**config.mk**
```make
export PLATFORM = sky130hd
export DESIGN_NAME = int_pend
export DESIGN_NICKNAME = d
export VERILOG_FILES = /design/src/rtl/int_pend.sv
export SDC_FILE = /design/constraint.sdc
export NUM_CORES = 1
export LEC_CHECK = 0
export CORE_MARGIN = 2
export CORE_UTILIZATION = 35
export DETAILED_ROUTE_END_ITERATION = 6
export PLACE_DENSITY = 0.79
export SLEW_MARGIN = 15
export SYNTH_ARGS = -nofsm -noshare
export SYNTH_HDL_FRONTEND = slang
export SYNTH_SLANG_ARGS = --single-unit
```
**constraint.sdc**
```tcl
create_clock -name clk -period 5.1 [get_ports clk]
set_input_delay 1.02 -clock clk [delete_from_list [all_inputs] [get_ports clk]]
set_output_delay 1.02 -clock clk [all_outputs]
set_load 0.01 [all_outputs]
```
**src/rtl/int_pend.sv**
```systemverilog
// int_pend: synchronises external interrupt lines, applies level/edge trigger
// and holds pend requests for the CLIC; overflow CSR enabled by INT_PEND_OVF_EN.
module int_pend #(
    parameter int unsigned NumSrc     = 16,
    parameter int unsigned SyncStages = 2,
    parameter logic [11:0] ModeAddr   = 12'h7C0,
    parameter logic [11:0] OvfAddr    = 12'h7C1
) (
    input  logic              clk,
    input  logic              reset,
    input  logic [NumSrc-1:0] ext_irq,
    input  logic              csr_enable,
    input  logic [11:0]       csr_addr,
    input  logic [2:0]        csr_op,
    input  logic [4:0]        rs1_zimm,
    input  logic [31:0]       rs1_data,
    input  logic [NumSrc-1:0] pend_ack,
    output logic [NumSrc-1:0] pend_req,
    output logic [31:0]       csr_out
);

    logic [SyncStages-1:0][NumSrc-1:0] sync_q, sync_d;
    logic [NumSrc-1:0] hist_q, hist_d;
    logic [NumSrc-1:0] pend_q, pend_d;
    logic [NumSrc-1:0] mode_q, mode_d;
    logic [NumSrc-1:0] sync_s, ev, ovf;
    logic [NumSrc-1:0] opnd;
    logic [31:0]       operand;
    logic              mode_wr, ovf_wr;
    logic              unused_bits;

    assign sync_s  = sync_q[SyncStages-1];
    // edge sources need the history low; level sources fire on s alone
    assign ev      = sync_s & ~(hist_q & mode_q);
    assign operand = csr_op[2] ? {27'd0, rs1_zimm} : rs1_data;
    assign opnd    = operand[NumSrc-1:0];
    assign mode_wr = csr_enable && (csr_addr == ModeAddr)
                     && (csr_op[1:0] != 2'b00);
    assign ovf_wr  = csr_enable && (csr_addr == OvfAddr)
                     && (csr_op[1:0] != 2'b00);
    assign unused_bits = ^operand[31:NumSrc];
    assign pend_req = pend_q;

    always_comb begin
        sync_d = {sync_q[SyncStages-2:0], ext_irq};
        hist_d = sync_s;
        pend_d = ev | (pend_q & ~pend_ack);
        mode_d = mode_q;
        if (mode_wr) begin
            case (csr_op[1:0])
                2'b01:   mode_d = opnd;
                2'b10:   mode_d = mode_q | opnd;
                2'b11:   mode_d = mode_q & ~opnd;
                default: mode_d = mode_q;
            endcase
        end
    end

    always_ff @(posedge clk or posedge reset) begin
        if (reset) begin
            sync_q <= '0;
            hist_q <= '0;
            pend_q <= '0;
            mode_q <= '0;
        end else begin
            sync_q <= sync_d;
            hist_q <= hist_d;
            pend_q <= pend_d;
            mode_q <= mode_d;
        end
    end

`ifdef INT_PEND_OVF_EN
    logic [NumSrc-1:0] ovf_q, ovf_d;

    // a set in the same cycle as a clear wins
    always_comb begin
        ovf_d = ovf_q;
        if (ovf_wr) ovf_d = ovf_q & ~opnd;
        ovf_d = ovf_d | (ev & mode_q & pend_q & ~pend_ack);
    end

    always_ff @(posedge clk or posedge reset) begin
        if (reset) ovf_q <= '0;
        else       ovf_q <= ovf_d;
    end

    assign ovf = ovf_q;
`else
    logic unused_ovf;
    assign unused_ovf = ovf_wr;
    assign ovf = '0;
`endif

    always_comb begin
        csr_out = '0;
        if (csr_addr == ModeAddr)     csr_out = 32'(mode_q);
        else if (csr_addr == OvfAddr) csr_out = 32'(ovf);
    end

endmodule

```
======== Word level (Yosys, flattened, before mapping) ========
Index checks and enable logic that the tools add are counted.
operators by class
  equality and inequality tests ........... 4
  multiplexer cells ....................... 3
  bitwise logic cells ..................... 9
  reductions and logical operators ........ 5
operator list
  kind                                             count
  AND 16 bit                                       4
  inverter 16 bit                                  3
  one-hot mux 16 bit (3 select lines)              1
  two-way mux 16 bit                               2
  OR 16 bit                                        2
  == test 12 x 11 -> 1 bit, second input constant  1
  == test 2 bit, second input constant             2
  nonzero test 3 bit                               1
  == test 2 x 1 -> 1 bit, second input constant    1
  logical AND 1 bit                                2
  AND reduction 2 bit                              1
  nonzero test 2 bit                               1
word-level totals
  register bits after elaboration ......... 80
  input port bits ......................... 87

======== Depth between registers and ports, before layout ========
Gate-level depths: netlist (run 1).
  depth in word-level cells ............... 4
  depth in mapped cells ................... 6
  gate-level depth less buffers ........... 3

======== Least setup slack after synthesis (run 1) ========
Ideal clock, no wire load.
  path type ............................... input-to-output
  start point ............................. in csr_addr[1]
  end point ............................... out csr_out[10]
  arrival time ............................ 2302 ps
  setup slack ............................. 1778 ps
  stages on the path ...................... 4
  path buffers ............................ 1
  path through ............................ or4_4 > nor3_1 > clkbuf_1 > and2_1
between the ends
  word-level cells in the longest chain between the ends .. 2
ends and longest elaborated chain
  item                      line  text
  start: declaration        13    input logic [11:0] csr_addr,
  == test 12 x 11 -> 1 bit  97    if (csr_addr == ModeAddr) csr_out = 32'(mode_q);
  two-way mux 16 bit        97
  end: declaration          19    output logic [31:0] csr_out
No other way between the ends.

======== Worst setup path in the final report (run 1) ========
  start point ............................. in csr_addr[1]
  end point ............................... out csr_out[7]
Same word-level chain as after synthesis.

==> qor.yml, run 1 <==
routing:
  met1_length_um: 2620
  drc: 0
  wl_met3_um: 445
  dr_total_vias: 2095
  postRouteWirelength_um: 6650
  first_iter_violations: 32
  first_pass_iters: 4
  wl_per_cell_um: 14.0
  route.met2.wl_um: 3480
  drt.antenna.violating_nets: 0
  via_per_inst: 4.40
  routed.top_layer: "met4"
worst_setup_path:
  arrival_ps: 3220
  critPathMaxFanout: 13
  required_ps: 4080
  crit_type: "input pin to output pin"
  cp-end-kind: "output pin"
  start_kind: "input pin"
placed_design:
  place_inst: 461
  hpwl_um: 4860
  gp_congestion: 0.796
  port_buffers: 102
pwr:
  cellPowerDensity_nw_per_um2: 286
  leakage_nw: 2.06
  peakVddDrop_v: 0.000173
timing:
  hold_violations: 0
  fmax_ghz: 0.236
  slew_violations: 0
  grt_setup_unrepaired: "no"
  finalSetupViolations: 0
  post-route-period-util_pct: 83.1
  tns_ps: 0
  max_slew_margin_pct: 46.0
  clock_skew_ps: 9.32
  worst_slew_pin_slew_ps: 808
  fin_crit_ps: 4240
cts:
  cts_root_buffer: "clkbuf_8"
  numCtsBuffers: 9
  postCtsSetupRepairBufs: 0
  cts.sinks: 80
  cts_tree: "built"
  clock_path_buffers: 2
  path_clk_slew_ps: 70
  clkLatencyLatePin_ps: 340
  cts-hold-fix-buffers: 0
  cts_resized: 0
  htree_levels: 3
floorplanning:
  rows: 34
  core_area_um2: 8680
  die_y_um: 98.3
  die-area_um2: 9660
  io-pin-count: 135
  die_w_um: 98.3
  start_util_pct: 35.9
layout:
  antennaDiodeCount: 0
  final_cell_mix: "102 x clkdlybuf4s50_1, 80 x dfrtp_1, 48 x nand2_1"
  mostFrequentLayoutCell: "clkdlybuf4s50_1"
  area_growth_pct: 41.1
  drive_gt1_share_pct: 7.34
  layout.cells.non_filler: 476
  nets: 451
grt:
  antenna_found_initial: 0
  track_usage_pct: 14.6
  grt_pass1_vias: 2305
  grt_pass1_wl_um: 11000
  grt_max_degree: 45
  grt_overflow: 0
job:
  cap_violations: 0
yosys:
  syn_area_um2: 3110
  avgSynthCellArea_um2: 12.2
  synth_cell_types: 19
  synth_warnings: 0
  synthCells: 256
  synth_seq_cells: 80
  yosysSeqAreaShare_pct: 64.3
status:
  status: "completed"
worst_hold_path:
  hp-class: "flop to flop"
## report_power, final
| part | leakage, nW | internal, mW | switching [mW] | total (mW) |
|---|---|---|---|---|
| combinational | 1.01 | 0.0761 | 0.0514 | 0.128 |
| clock | 0.0961 | 0.227 | 0.228 | 0.455 |
| sequential | 0.955 | 0.662 | 0.0116 | 0.673 |
| total | 2.06 | 0.965 | 0.291 | 1.26 |
## synth_stat cells, drive strengths merged
cell type  count  share of area (%)
and2          17                3.4
nand2         48                5.8
or4            1               0.36
mux2i         21                6.8
nand4bb        1               0.36
o21ai         17                2.7
mux2          16                5.8
buf           18                4.3
conb           1               0.12
dfrtp         80                 64
inv           17                2.1
nand2b        11                2.2
nor3           1               0.16
nand4b         1               0.28
clkbuf         5               0.60
nor4           1               0.68
## sequential cells by signal, summed over array words and instances, names as in the netlist
register	count
hist_d	16
hist_q	16
sync_d	16
mode_q	16
pend_req	16
## final timing paths
path	start	to	slack [ps]	depth (start not counted)
worst max-delay path	csr_addr[1]	csr_out[7]	860	6
worst min-delay path	sync_d[19]	hist_d[3]	350	0
worst max register to register	mode_q[3]	mode_q[3]	4070	3
worst min register to register	sync_d[19]	hist_d[3]	350	0
max in group asynchronous	reset	mode_q[2]	3070	3
min in group asynchronous	reset	pend_req[10]	1060	2
## routing by layer
metal	up-vias	track usage, %
met1	1016	16.1
met5	-	0
met4	0	4.64
met2	62	25.7
li1	1007	-
met3	10	5.80
## final cells by class
cell class / count / area [µm²]
Sequential cell: 80 / 2000
Inverter: 17 / 65.1
Fill cell: 788 / 4290
Clock buffer: 9 / 124
Tap cell: 108 / 135
Timing Repair Buffer: 105 / 1040
Multi-Input combinational cell: 151 / 953
Clock inverter: 6 / 68.8
## per-stage QoR
step	setup WS, ps	hold WS, ps	instance area (µm²)	utilization [%]	total power, mW
final	862	350	4390	50.6	1.26
after global routing	756	359	4390	50.6	1.32
after CTS	828	354	4390	50.6	1.28
after detailed placement	841	336	4200	48.4	0.816
after global placement	840	331	4200	48.4	0.811
after floorplan	1780	331	3170	-	0.739
## critical path, cell delays in order
cell and delay (ps):
clkdlybuf4s50_1 400, or4_4 560, nor3_2 280, buf_4 250
and2_1 150, clkdlybuf4s50_1 550
## logic make-up after synthesis
family                 count (synthesis)  synth area share (%)
AND/OR/NAND/NOR                       81                  13.3
other                                  1                 0.121
multiplexers                          37                  12.5
flip-flops                            80                  64.3
AO/OA/AOI/OAI                         17                  2.73
buffers and inverters                 40                  7.00
Power figures use the tool's default switching activity.
==> run 2, diff against run 1 <==
--- a/config.mk
+++ b/config.mk
@@ -8,7 +8,7 @@
 export CORE_MARGIN = 2
 export CORE_UTILIZATION = 35
 export DETAILED_ROUTE_END_ITERATION = 6
-export PLACE_DENSITY = 0.79
+export PLACE_DENSITY = 0.82
 export SLEW_MARGIN = 15
 export SYNTH_ARGS = -nofsm -noshare
 export SYNTH_HDL_FRONTEND = slang
==> constraint.sdc (replaced) <==
create_clock -name clk -period 3.61 [get_ports clk]
set_input_delay 0.722 -clock clk [delete_from_list [all_inputs] [get_ports clk]]
set_output_delay 0.722 -clock clk [all_outputs]
set_load 0.01 [all_outputs]
==> run 2 against run 1 <==
Total power up 54%. Cell count is 0.63% higher. Design area rose by 1.8%. Flip-flop and latch count unchanged. Via count rose by 0.57%. Routed wire length rose by 2.1%. Sequential share of layout area decreased by 0.79 points. Hold slack better by 1.9 ps.
==> qor.yml, run 2 (synthesis gave the netlist of run 1 again) <==
status:
  status: "completed"
layout:
  area_growth_pct: 43.6
  final_cell_mix: "102 x clkdlybuf4s50_1, 80 x dfrtp_1, 48 x nand2_1"
  drive_gt1_share_pct: 7.82  # +0.48 points
  mostFrequentLayoutCell: "clkdlybuf4s50_1"
  nets: 453  # +0.44%
  antennaDiodeCount: 0  # unchanged
  layout.cells.non_filler: 479  # +0.63%
grt:
  antenna_found_initial: 0  # unchanged
  grt_pass1_wl_um: 11400  # +3.7%
  grt_pass1_vias: 2361  # +2.4%
  grt_overflow: 0  # unchanged
  grt_max_degree: 32  # -29%
  track_usage_pct: 15.1  # +0.52 points
pwr:
  comb_power_share_pct: 9.4  # -0.8 points
  p_clk_share_pct: 41.3  # +5.1 points
  power_switching_mw: 0.420  # +44%
  leakage_nw: 2.09  # +1.6%
  seqPwrFrac_pct: 49.3  # -4.3 points
  peakVddDrop_v: 0.000240  # +39%
  cellPowerDensity_nw_per_um2: 432  # +51%
  p_int_mw: 1.51  # +56%
  swShare_pct: 21.8  # -1.4 points
timing:
  hold_violations: 0  # unchanged
  grt_setup_unrepaired: "no"
  clock_skew_ps: 7.67  # -1.64 ps
  slew_violations: 0  # unchanged
  finalSetupViolations: 0  # unchanged
  fin_crit_ps: 3460
  post-route-period-util_pct: 96.0
  fmax_ghz: 0.289
  max_slew_margin_pct: 50.6  # +4.6 points
  worst_slew_pin_slew_ps: 739  # -69.0 ps
  tns_ps: 0  # unchanged
cts:
  clock_path_buffers: 2  # unchanged
  numCtsBuffers: 9  # unchanged
  cts_root_buffer: "clkbuf_8"
  cts_tree: "built"
  cts-hold-fix-buffers: 0  # unchanged
  path_clk_slew_ps: 80  # about the same
  htree_levels: 3  # unchanged
  clkLatencyLatePin_ps: 340  # about the same
  cts_resized: 0  # unchanged
  cts.sinks: 80  # unchanged
  postCtsSetupRepairBufs: 0  # unchanged
worst_setup_path:
  endpoint: "csr_out[5]"
  rr_startpoint: "mode_q[0]"
  required_ps: 2890  # -1190 ps
  rr_worst_depth: 3  # unchanged
  cp-startpoint: "csr_addr[0]"
  rr_endpoint: "mode_q[0]"
  start_kind: "input pin"
  crit_type: "input pin to output pin"
  arrival_ps: 2740  # -480 ps
  critPathMaxFanout: 16  # +3
  regToRegSetupSlack_ps: 2580  # -1490 ps
  cp-end-kind: "output pin"
placed_design:
  port_buffers: 102  # unchanged
  hpwl_um: 4940  # +1.7%
  place_inst: 463  # +0.43%
  gp_congestion: 0.742  # -6.8%
floorplanning:
  io-pin-count: 135  # unchanged
  start_util_pct: 35.9  # unchanged
  die_w_um: 98.3  # unchanged
  die_y_um: 98.3  # unchanged
  die-area_um2: 9660  # unchanged
  core_area_um2: 8680  # unchanged
  rows: 34  # unchanged
routing:
  dr_total_vias: 2107  # +0.57%
  first_iter_violations: 55  # +72%
  drt.antenna.violating_nets: 0  # unchanged
  postRouteWirelength_um: 6790  # +2.1%
  via_per_inst: 4.40  # about the same
  wl_per_cell_um: 14.2  # +1.4%
  drc: 0  # unchanged
  first_pass_iters: 4  # unchanged
job:
  cap_violations: 0  # unchanged
worst_hold_path:
  hp-class: "flop to flop"
[run 2: cell types whose count changed in the layout (fill, tap and decap cells not counted), sizes merged]
cell / previous run / this run
buf: 3 / 5
bufinv: 1 / 3
clkinv: 3 / 1
clkbuf: 9 / 10
[run 2: worst min-delay path by stage]
stage               start    endpoint  slack, ps  cells past startpoint
6_report       sync_d[17]   hist_d[1]        350                      0
5_1_grt        sync_d[23]   hist_d[7]        360                      0
4_1_cts        sync_d[23]   hist_d[7]        350                      0
3_5_place_dp   sync_d[31]  hist_d[15]        330                      0
3_3_place_gp   sync_d[26]  hist_d[10]        330                      0
2_1_floorplan  sync_d[16]   hist_d[0]        330                      0
[run 2: worst max-delay path, stage by stage]
cell and delay [ps]:
clkdlybuf4s50_1 420, or4_4 550, nor3_2 190, buf_12 170, and2_1 140, clkdlybuf4s50_1 540
[run 2: cell type report]
cell class                      count  area [µm²]
Clock buffer                       10         128
Sequential cell                    80        2000
Clock inverter                      6         115
Tap cell                          108         135
Inverter                           17        65.1
Fill cell                         775        4210
Timing Repair Buffer              107        1070
Multi-Input combinational cell    151         953
[run 2: power by group through the flow]
stage | sequential, mW | clock (mW) | combinational, mW
2_1_floorplan | 0.971 | 0 | 0.0727
3_3_place_gp | 0.966 | 0 | 0.180
3_5_place_dp | 0.970 | 0 | 0.185
4_1_cts | 0.952 | 0.819 | 0.186
5_1_grt | 0.957 | 0.859 | 0.199
6_report | 0.951 | 0.796 | 0.182
[run 2: layer usage]
| layer | vias up | GRT usage (%) | wire [µm] |
|---|---|---|---|
| met3 | 10 | 4.80 | 266 |
| met1 | 1034 | 17.8 | 2800 |
| met5 | - | 0 | 0 |
| met4 | 0 | 5.06 | 93 |
| li1 | 1005 | - | - |
| met2 | 58 | 26.1 | 3630 |
[run 2: per-stage QoR]
| step | power [mW] | utilization [%] | setup slack, ps | hold slack, ps | area (µm²) |
|---|---|---|---|---|---|
| 2_1_floorplan | 1.04 | - | 836 | 331 | 3170 |
| 3_3_place_gp | 1.15 | 48.7 | 144 | 333 | 4230 |
| 3_5_place_dp | 1.15 | 48.7 | 136 | 335 | 4230 |
| 4_1_cts | 1.96 | 51.5 | 130 | 355 | 4470 |
| 5_1_grt | 2.01 | 51.5 | 70.9 | 361 | 4470 |
| 6_report | 1.93 | 51.5 | 146 | 352 | 4470 |
==> run 3, diff against run 2 <==
--- a/config.mk
+++ b/config.mk
@@ -5,10 +5,11 @@
 export SDC_FILE = /design/constraint.sdc
 export NUM_CORES = 1
 export LEC_CHECK = 0
+export ABC_CLOCK_PERIOD_IN_PS = 4200
 export CORE_MARGIN = 2
 export CORE_UTILIZATION = 35
 export DETAILED_ROUTE_END_ITERATION = 6
-export PLACE_DENSITY = 0.82
+export PLACE_DENSITY = 0.79
 export SLEW_MARGIN = 15
 export SYNTH_ARGS = -nofsm -noshare
 export SYNTH_HDL_FRONTEND = slang
==> constraint.sdc (replaced) <==
create_clock -name clk -period 4.2 [get_ports clk]
set_input_delay 0.84 -clock clk [delete_from_list [all_inputs] [get_ports clk]]
set_output_delay 0.84 -clock clk [all_outputs]
set_load 0.01 [all_outputs]
==> run 3 against run 2 <==
Clock-buffer cell count stayed put. Combinational power shrank 14%. First-iteration DRC count decreased by 25%. Critical path type unchanged. Sequential power shrank 14%. Highest routed layer unchanged.
==> qor.yml, run 3 (synthesis gave the netlist of run 1 again) <==
status:
  status: "completed"
cts:
  htree_levels: 3  # unchanged
  cts_resized: 0  # unchanged
  cts.sinks: 80  # unchanged
  path_clk_slew_ps: 90  # about the same
  cts_tree: "built"
  clock_path_buffers: 2  # unchanged
  clkLatencyLatePin_ps: 340  # about the same
  cts_root_buffer: "clkbuf_8"
  cts-hold-fix-buffers: 0  # unchanged
  postCtsSetupRepairBufs: 0  # unchanged
  numCtsBuffers: 9  # unchanged
layout:
  area_growth_pct: 43.8
  post-route-util_pct: 51.6  # +0.058 points
  mostFrequentLayoutCell: "clkdlybuf4s50_1"
  antennaDiodeCount: 0  # unchanged
  nets: 454  # +0.22%
  seqCellArea_um2: 2000  # unchanged
  num-fill-cells: 776  # +0.13%
  final_cell_mix: "102 x clkdlybuf4s50_1, 80 x dfrtp_1, 48 x nand2_1"
  multiInputGateArea_um2: 953  # unchanged
  drive_gt1_share_pct: 8.33  # +0.52 points
grt:
  grt_max_degree: 52  # +63%
  track_usage_pct: 14.6  # -0.51 points
  grt_overflow: 0  # unchanged
  grt_pass1_wl_um: 11100  # -2.4%
  antenna_found_initial: 0  # unchanged
  grt_pass1_vias: 2337  # -1.0%
placed_design:
  gp_congestion: 0.798  # +7.5%
  hpwl_um: 4830  # -2.3%
  port_buffers: 102  # unchanged
timing:
  tns_ps: 0  # unchanged
  hold_violations: 0  # unchanged
  max_slew_margin_pct: 43.5  # -7.1 points
  fin_crit_ps: 3740
  finalSetupViolations: 0  # unchanged
  slew_violations: 0  # unchanged
  post-route-period-util_pct: 89.1
  fmax_ghz: 0.267
  clock_skew_ps: 9.35  # +1.67 ps
  grt_setup_unrepaired: "no"
  worst_slew_pin_slew_ps: 847  # +109 ps
floorplanning:
  io-pin-count: 135  # unchanged
  die_y_um: 98.3  # unchanged
  core_area_um2: 8680  # unchanged
  die_w_um: 98.3  # unchanged
  start_util_pct: 35.9  # unchanged
  rows: 34  # unchanged
  die-area_um2: 9660  # unchanged
pwr:
  cellPowerDensity_nw_per_um2: 374  # -13%
  leakage_nw: 2.10  # +0.40%
  peakVddDrop_v: 0.000239  # -0.61%
  p_total_mw: 1.67  # -13%
routing:
  dr_total_vias: 2108  # +0.047%
  first_pass_iters: 4  # unchanged
  drc: 0  # unchanged
  drt.antenna.violating_nets: 0  # unchanged
  via_per_inst: 4.39  # -0.16%
  first_iter_violations: 41  # -25%
  postRouteWirelength_um: 6640  # -2.3%
  wl_per_cell_um: 13.8  # -2.5%
worst_setup_path:
  cpMostUsedCell: "clkdlybuf4s50_1"
  critPathMaxFanout: 13  # -3
  required_ps: 3360  # +470 ps
  worstPathCellList: "clkdlybuf4s50_1 > or4_4 > nor3_2 > buf_4 > and2_1 > clkdlybuf4s50_1"
  start_kind: "input pin"
  crit_type: "input pin to output pin"
  arrival_ps: 2900  # +160 ps
  cp.buffers_inverters: 3  # unchanged
  cp-end-kind: "output pin"
  cpPeakStageDelay_ps: 570  # +20 ps
  crit_slowest_cell: "or4_4"
  cp_top_family: "buffers and inverters"
worst_hold_path:
  hp-class: "flop to flop"
job:
  cap_violations: 0  # unchanged
[run 3: routing by layer]
layer	wire, µm	GRT usage, %
met5	0	0
met4	73	3.90
met3	337	5.01
met2	3410	24.8
met1	2810	17.8
[run 3: final cells by class]
cell class	instances	area share, %
clock buffer	10	3.08
clock inverter	6	2.57
inverter	17	1.45
multi-input combinational	151	21.3
sequential	80	44.7
tap	108	3.02
timing repair buffer	108	23.8
[run 3: report_power, final]
group,internal (mW),switching [mW]
logic,0.0936,0.0627
registers,0.803,0.0137
clock network,0.414,0.287
[run 3: metrics by stage]
stage               instance area [µm²]  instances  setup WS (ps)  hold slack (ps)
global placement                   4220        464            489              332
CTS                                4470        480            446              348
finish                             4470        480            457              345
floorplan                          3170        271           1240              331
detailed placement                 4220        464            464              335
global route                       4470        480            391              361
[run 3: path summary, 6_finish.rpt]
check	from	depth (start not counted)	slack, ps	to
max reg2reg	mode_q[3]	3	3190	mode_q[3]
min in group asynchronous	reset	2	960	pend_req[14]
min reg2reg	sync_d[28]	0	350	hist_d[12]
max	csr_addr[1]	6	460	csr_out[8]
max in group asynchronous	reset	3	2500	sync_d[24]
min	sync_d[28]	0	350	hist_d[12]
